--- src/rtl/connect4_pkg.sv ---
`default_nettype none
// ============================================================================
// Module      : connect4_pkg
// Description : Shared constants and FSM state encoding for the Connect-4
//               player input front end.
// Revision    : 1.0 - initial release
// ============================================================================
package connect4_pkg;

    // Default board width and the width of the binary column bus
    localparam int NUM_COLS = 4;
    localparam int COL_W    = 4;

    // Input controller state encoding
    typedef enum logic [1:0] {
        ST_IDLE     = 2'd0,
        ST_DROP     = 2'd1,
        ST_WAIT_REL = 2'd2,
        ST_LOCKED   = 2'd3
    } ctrl_state_t;

endpackage
`default_nettype wire

--- src/rtl/column_input_controller_debouncer.sv ---
`default_nettype none
// ============================================================================
// Module      : button_debouncer
// Description : Two-flop synchroniser, stable-level debounce counter and
//               rising-edge detector for one raw push button.
// Revision    : 1.0 - initial release
// ============================================================================
module button_debouncer #(
    parameter int DEBOUNCE_CYCLES = 500000,
    parameter int CNT_W           = 20
) (
    input  logic clk,
    input  logic reset,
    input  logic raw,
    output logic level,
    output logic rise
);

    localparam logic [CNT_W-1:0] C_CNT_LAST = CNT_W'(DEBOUNCE_CYCLES - 1);

    logic             r_sync1;
    logic             r_sync2;
    logic             r_deb;
    logic             r_deb_q;
    logic [CNT_W-1:0] r_cnt;

    // Bring the asynchronous button into the clock domain
    always_ff @(posedge clk or posedge reset) begin
        if (reset) begin
            r_sync1 <= 1'b0;
            r_sync2 <= 1'b0;
        end else begin
            r_sync1 <= raw;
            r_sync2 <= r_sync1;
        end
    end

    // Accept a new level only after it has differed from the debounced level
    // for DEBOUNCE_CYCLES consecutive cycles; any bounce back restarts the count
    always_ff @(posedge clk or posedge reset) begin
        if (reset) begin
            r_cnt <= '0;
            r_deb <= 1'b0;
        end else if (r_sync2 == r_deb) begin
            r_cnt <= '0;
        end else if (r_cnt == C_CNT_LAST) begin
            r_deb <= r_sync2;
            r_cnt <= '0;
        end else begin
            r_cnt <= r_cnt + 1'b1;
        end
    end

    // Delayed copy of the debounced level for edge detection
    always_ff @(posedge clk or posedge reset) begin
        if (reset) begin
            r_deb_q <= 1'b0;
        end else begin
            r_deb_q <= r_deb;
        end
    end

    assign level = r_deb;
    assign rise  = r_deb & ~r_deb_q;

endmodule
`default_nettype wire

--- src/rtl/column_input_controller.sv ---
`default_nettype none
// ============================================================================
// Module      : column_input_controller
// Description : Connect-4 player front end. Debounces left/right/drop
//               buttons, keeps a wrap-around column cursor and issues a
//               single-cycle drop request (or reject on a full column).
//               All input is locked out once the game is over.
// Revision    : 1.0 - initial release
// ============================================================================
module column_input_controller #(
    parameter int NUM_COLS        = connect4_pkg::NUM_COLS,
    parameter int DEBOUNCE_CYCLES = 500000,
    parameter int CNT_W           = 20
) (
    input  logic                clk,
    input  logic                reset,
    input  logic                btn_left,
    input  logic                btn_right,
    input  logic                btn_drop,
    input  logic [NUM_COLS-1:0] col_full,
    input  logic                game_over,
    output logic [3:0]          sel_column,
    output logic [NUM_COLS-1:0] cursor_onehot,
    output logic                drop_pulse,
    output logic                reject,
    output logic                busy
);

    import connect4_pkg::*;

    localparam int                C_CUR_W = (NUM_COLS > 1) ? $clog2(NUM_COLS) : 1;
    localparam logic [C_CUR_W-1:0] C_CUR_MAX = C_CUR_W'(NUM_COLS - 1);

    logic w_left_level;
    logic w_left_rise;
    logic w_right_level;
    logic w_right_rise;
    logic w_drop_level;
    logic w_drop_rise;
    logic w_unused_levels;

    ctrl_state_t        r_state;
    ctrl_state_t        w_state_nxt;
    logic [C_CUR_W-1:0] r_cursor;
    logic [C_CUR_W-1:0] w_cursor_nxt;
    logic               r_drop_pulse;
    logic               w_drop_pulse_nxt;
    logic               r_reject;
    logic               w_reject_nxt;

    button_debouncer #(
        .DEBOUNCE_CYCLES(DEBOUNCE_CYCLES),
        .CNT_W          (CNT_W)
    ) u_deb_left (
        .clk  (clk),
        .reset(reset),
        .raw  (btn_left),
        .level(w_left_level),
        .rise (w_left_rise)
    );

    button_debouncer #(
        .DEBOUNCE_CYCLES(DEBOUNCE_CYCLES),
        .CNT_W          (CNT_W)
    ) u_deb_right (
        .clk  (clk),
        .reset(reset),
        .raw  (btn_right),
        .level(w_right_level),
        .rise (w_right_rise)
    );

    button_debouncer #(
        .DEBOUNCE_CYCLES(DEBOUNCE_CYCLES),
        .CNT_W          (CNT_W)
    ) u_deb_drop (
        .clk  (clk),
        .reset(reset),
        .raw  (btn_drop),
        .level(w_drop_level),
        .rise (w_drop_rise)
    );

    // Only edges of the move buttons matter; their levels are intentionally unused
    assign w_unused_levels = w_left_level ^ w_right_level;

    // State, cursor and pulse registers
    always_ff @(posedge clk or posedge reset) begin
        if (reset) begin
            r_state      <= ST_IDLE;
            r_cursor     <= '0;
            r_drop_pulse <= 1'b0;
            r_reject     <= 1'b0;
        end else begin
            r_state      <= w_state_nxt;
            r_cursor     <= w_cursor_nxt;
            r_drop_pulse <= w_drop_pulse_nxt;
            r_reject     <= w_reject_nxt;
        end
    end

    // Next-state logic: game_over overrides everything, drop beats moves,
    // opposing moves in the same cycle cancel out
    always_comb begin
        w_state_nxt      = r_state;
        w_cursor_nxt     = r_cursor;
        w_drop_pulse_nxt = 1'b0;
        w_reject_nxt     = 1'b0;

        if (game_over) begin
            w_state_nxt = ST_LOCKED;
        end else begin
            case (r_state)
                ST_IDLE: begin
                    if (w_drop_rise) begin
                        if (col_full[r_cursor]) begin
                            w_reject_nxt = 1'b1;
                        end else begin
                            w_state_nxt      = ST_DROP;
                            w_drop_pulse_nxt = 1'b1;
                        end
                    end else if (w_left_rise && !w_right_rise) begin
                        w_cursor_nxt = (r_cursor == '0) ? C_CUR_MAX : r_cursor - 1'b1;
                    end else if (w_right_rise && !w_left_rise) begin
                        w_cursor_nxt = (r_cursor == C_CUR_MAX) ? '0 : r_cursor + 1'b1;
                    end
                end
                ST_DROP: begin
                    w_state_nxt = ST_WAIT_REL;
                end
                ST_WAIT_REL: begin
                    if (!w_drop_level) begin
                        w_state_nxt = ST_IDLE;
                    end
                end
                default: begin
                    w_state_nxt = ST_LOCKED;
                end
            endcase
        end
    end

    assign sel_column    = COL_W'(r_cursor);
    assign cursor_onehot = NUM_COLS'(1) << r_cursor;
    assign drop_pulse    = r_drop_pulse;
    assign reject        = r_reject;
    assign busy          = (r_state != ST_IDLE);

endmodule
`default_nettype wire

--- config.mk ---
export PLATFORM = sky130hd
export DESIGN_NAME = column_input_controller
export DESIGN_NICKNAME = d
export VERILOG_FILES = /design/src/rtl/connect4_pkg.sv /design/src/rtl/column_input_controller_debouncer.sv /design/src/rtl/column_input_controller.sv
export SDC_FILE = /design/constraint.sdc
export NUM_CORES = 1
export LEC_CHECK = 0
export CORE_MARGIN = 3
export CORE_UTILIZATION = 59
export DETAILED_ROUTE_END_ITERATION = 8
export PLACE_DENSITY_LB_ADDON = 0.15
export RECOVER_POWER = 25
export SYNTH_ARGS = -nofsm -noshare
export SYNTH_HDL_FRONTEND = slang
export SYNTH_SLANG_ARGS = --single-unit
--- constraint.sdc ---
create_clock -name clk -period 3.57 [get_ports clk]
set_input_delay 0.8925 -clock clk [delete_from_list [all_inputs] [get_ports clk]]
set_output_delay 0.8925 -clock clk [all_outputs]
set_load 0.005 [all_outputs]
==> Implementation_results.wiki <==
{| class="wikitable"
! Metric !! Value
|-
| YS warnings || 0
|-
| Maximum number of pins on one net before global-route repair || 49
|-
| R2R depth || 5
|-
| Post-placement worst setup slack || 0.850 ns
|-
| CTS clock-pin slew for the worst setup and hold paths || 0.08 ns
|-
| Seq/Total Area, Yosys || 51.2%
|-
| Finished Core Util || 71.4%
|-
| Router iterations before antenna repair || 4
|-
| Starting utilization of the core area || 62.5%
|-
| Kind of end point of the critical path || primary output
|-
| Wire length of the first global-routing pass || 11900 um
|-
| Number of library cell types mapped by synthesis || 39
|-
| Number of global-route vias before repair || 2659
|-
| Total negative setup slack || 0 ns
|-
| Number of remaining DRC errors || 0
|-
| Inserted Diodes || 0
|-
| Area leader, netlist || sky130_fd_sc_hd__dfrtp_1
|-
| Most numerous cell in the Yosys netlist || sky130_fd_sc_hd__dfrtp_1
|-
| Count of input and output buffers || 18
|-
| Mean Syn Cell Area || 10.1 um2
|-
| Final-report max-slew violation count || 0
|-
| Share of the synthesized area in compound gates (AO/OA/AOI/OAI) || 8.31%
|-
| Fraction of final layout cells sized beyond drive strength 1 || 6.68%
|-
| Max cap viols || 0
|-
| Largest family of logic cells by synthesized area || simple AND/OR/NAND/NOR gates
|-
| Switching portion of total power || 19.4%
|-
| Result of the run || completed
|-
| Leakage power || 1.75 nW
|-
| Maximum vdd drop || 0.000400 V
|-
| Clock tree sinks || 78
|-
| Global-route total usage across every layer || 20.1%
|-
| Buffer levels on the longest clock path || 2
|-
| Async set-or-reset flop fraction in the synthesized netlist || 100%
|-
| Type of the most critical hold path || reg -> reg
|-
| Flip-flop and latch count after synthesis || 78
|-
| Relative slew slack || 20.4%
|-
| HPWL after DPL || 4530 um
|-
| Final estimated routing congestion in global placement || 0.843
|-
| Dominant cells by area after synthesis || sky130_fd_sc_hd__dfrtp_1 51%, sky130_fd_sc_hd__xnor2_1 6.7%, sky130_fd_sc_hd__nor2_1 4.7%
|-
| Total power per unit cell area || 434 nW/um2
|-
| Remaining global-route overflow || 0
|-
| Internal reg-to-reg setup slack || 1.36 ns
|-
| Pin slew with the least headroom to its limit || 1.19 ns
|-
| Area inside the core boundary || 6100 um2
|-
| Highest attainable clock frequency || 401 MHz
|-
| Number of H-tree levels || 3
|-
| Number of buffers created by CTS || 9
|-
| Via count || 2784
|-
| Top-level I/O count || 21
|-
| Arrival time reported for the critical path endpoint || 1.60 ns
|-
| Number of buffers inserted by hold repair at cts || 0
|-
| Critical path class || reg -> out
|-
| Routed Wire Length || 6810 um
|-
| R2r endpoint || u_deb_left.r_cnt[5]$_DFF_PP0_
|-
| Crit Reg-Reg Startpoint || u_deb_left.r_cnt[0]$_DFF_PP0_
|-
| Mux share of post-synthesis cell area || 1.74%
|-
| Share of Yosys cell area claimed by the top area cell type || 51.2%
|-
| Final Skew || 0.00991 ns
|-
| Netlist area before placement || 3810 um2
|-
| Fraction of power consumed by the clock network || 48.8%
|-
| Detailed-route wire length per cell || 14.2 um
|-
| Cell Int Power || 1.52 mW
|-
| Placement row count || 28
|-
| Hold Startpoint || u_deb_left.r_sync1$_DFF_PP0_
|-
| Worst hold stages || 0
|-
| Layout Area Growth over Synthesis || 14.2%
|-
| Count of flip-flops with a built-in enable after synthesis || 0
|-
| Final worst-path cycle share || 69.8%
|-
| Required @ worst endpoint || 2.68 ns
|-
| Root buf cell || sky130_fd_sc_hd__clkbuf_8
|-
| Most numerous cell types in the synthesized netlist || 78 x sky130_fd_sc_hd__dfrtp_1, 48 x sky130_fd_sc_hd__nor2_1, 29 x sky130_fd_sc_hd__xnor2_1
|-
| Sequential share of power || 47.9%
|-
| Synthesized-area fraction occupied by xor and xnor cells || 8.96%
|-
| Simple-Gate Fraction of Synth Area || 23.1%
|-
| Proportion of power drawn by combinational gates || 3.3%
|-
| Final worst setup slack || 1.08 ns
|-
| Number of vias per cell after detailed routing || 5.81
|-
| Clock tree from TritonCTS || built
|-
| DIE HEIGHT || 86.4 um
|-
| Die Wd || 86.4 um
|-
| Maximum fanout count along the critical path || 6
|-
| Time the final worst path needs with I/O delays and setup || 2.49 ns
|-
| Worst setup SP type || register
|-
| Final hold vios || 0
|-
| Post-DRT Antenna Nets || 0
|-
| Starting DRC count in detailed routing || 126
|-
| Post-layout net count || 419
|-
| Arithmetic-cell share of the synthesized area counting full adders, half adders and majority gates || 3.28%
|-
| Main flop type after synthesis || sky130_fd_sc_hd__dfrtp_1
|-
| Clock latency of the later-clocked register in the worst-skew pair || 0.34 ns
|-
| Overall die area || 7460 um2
|-
| Sw Pwr || 366 uW
|-
| Final Setup Violations || 0
|-
| Unrepaired setup endpoints after global routing || false
|-
| Resized Gates After CTS || 0
|-
| Number of buffers inserted to repair setup after CTS || 0
|-
| Hold Path Sink || u_deb_left.r_sync2$_DFF_PP0_
|-
| Antenna violations before repair || 0
|-
| Synthesized instance count || 377
|}
-- critical path, cell delays in order (launching register included) --
cell,delay (ns)
sky130_fd_sc_hd__dfrtp_1,0.45
sky130_fd_sc_hd__inv_1,0.13
sky130_fd_sc_hd__ha_1,0.17
sky130_fd_sc_hd__clkdlybuf4s50_1,0.51
-- flip-flops by register name, indices dropped and copies added (netlist names) --
register and count:
u_deb_drop.r_sync1 1, u_deb_left.r_sync1 1, u_deb_drop.r_deb_q 1, u_deb_drop.level 1, r_cursor 2, u_deb_left.level 1, u_deb_left.r_sync2 1, u_deb_right.r_sync1 1
u_deb_right.r_sync2 1, u_deb_drop.r_sync2 1, u_deb_right.level 1, u_deb_left.r_cnt 20, reject 1, u_deb_left.r_deb_q 1, drop_pulse 1, u_deb_right.r_cnt 20
u_deb_right.r_deb_q 1, r_state 2, u_deb_drop.r_cnt 20
-- layer usage --
layer,track usage (%),vias to the layer above,wire (um)
met5,0,-,0
met4,6.52,0,51
met3,6.27,4,257
met2,32.8,49,3450
met1,25.6,1353,3060
li1,-,1378,-
-- logic make-up (layout without fill, tap and decap cells) --
logic type | count (synthesis) | in the layout
XOR/XNOR | 39 | 39
flip-flops | 78 | 78
AO/OA/AOI/OAI | 50 | 50
adder cells (fa/ha/maj) | 10 | 10
multiplexers | 5 | 5
buffers and inverters | 29 | 55
other | 1 | 2
AND/OR/NAND/NOR | 165 | 165
-- per-stage QoR --
step	power (mW)	area, um2	instances	hold slack, ns
after floorplan	0.962	3810	378	0.331
after global placement	0.985	4070	463	0.334
after detailed placement	0.987	4070	463	0.338
after CTS	1.92	4350	479	0.359
after global routing	1.95	4350	479	0.374
final	1.89	4350	479	0.354
-- power groups by stage --
stage	Combinational (mW)	Clock, mW	Sequential [mW]
after global placement	0.0634	0	0.921
after detailed placement	0.0651	0	0.922
after floorplan	0.0423	0	0.920
after global routing	0.0727	0.975	0.907
after CTS	0.0655	0.947	0.905
final	0.0621	0.922	0.905
-- worst max path at each step --
| stage | startpoint | end | slack [ns] | cells past startpoint |
|---|---|---|---|---|
| finish | r_cursor[0]$_DFFE_PP0P_ | cursor_onehot[0] | 1.08 | 3 |
| global route | r_cursor[0]$_DFFE_PP0P_ | cursor_onehot[0] | 0.95 | 3 |
| CTS | r_cursor[0]$_DFFE_PP0P_ | cursor_onehot[0] | 1.04 | 3 |
| detailed placement | col_full[3] | r_state[1]$_DFFE_PP0P_ | 0.85 | 5 |
| global placement | col_full[3] | r_state[1]$_DFFE_PP0P_ | 0.87 | 5 |
| floorplan | reset | drop_pulse$_DFF_PP0_ | 0.68 | 1 |
-- area by class of cell --
cell class | instances | area (um2)
multi-input cells | 271 | 1740
fillers | 453 | 1740
clock inverters | 6 | 158
inverters | 18 | 67.6
well taps | 75 | 93.8
flip-flops and latches | 78 | 1950
repair buffers | 21 | 215
clock buffers | 10 | 128
-- cells in the final DEF, fill, tap and decap left out, types with 3 or more instances in the layout --
cell / count
sky130_fd_sc_hd__clkdlybuf4s50_1: 14
sky130_fd_sc_hd__mux2_2: 3
sky130_fd_sc_hd__nor3_1: 12
sky130_fd_sc_hd__and4_1: 3
sky130_fd_sc_hd__nand4_1: 11
sky130_fd_sc_hd__xnor2_1: 29
sky130_fd_sc_hd__nor2_1: 48
sky130_fd_sc_hd__nor4b_1: 7
sky130_fd_sc_hd__nand2b_1: 3
sky130_fd_sc_hd__dfrtp_1: 78
sky130_fd_sc_hd__inv_1: 18
sky130_fd_sc_hd__clkbuf_8: 9
sky130_fd_sc_hd__o21ai_0: 10
sky130_fd_sc_hd__ha_1: 10
sky130_fd_sc_hd__or3_1: 13
sky130_fd_sc_hd__or4_1: 12
sky130_fd_sc_hd__nand3_1: 18
sky130_fd_sc_hd__nor4_1: 7
sky130_fd_sc_hd__nand2_1: 20
sky130_fd_sc_hd__dlygate4sd3_1: 4
sky130_fd_sc_hd__bufinv_16: 5
sky130_fd_sc_hd__a21oi_1: 23
sky130_fd_sc_hd__xor2_1: 10
sky130_fd_sc_hd__o31ai_1: 11
(Power assumes the default switching activity.)
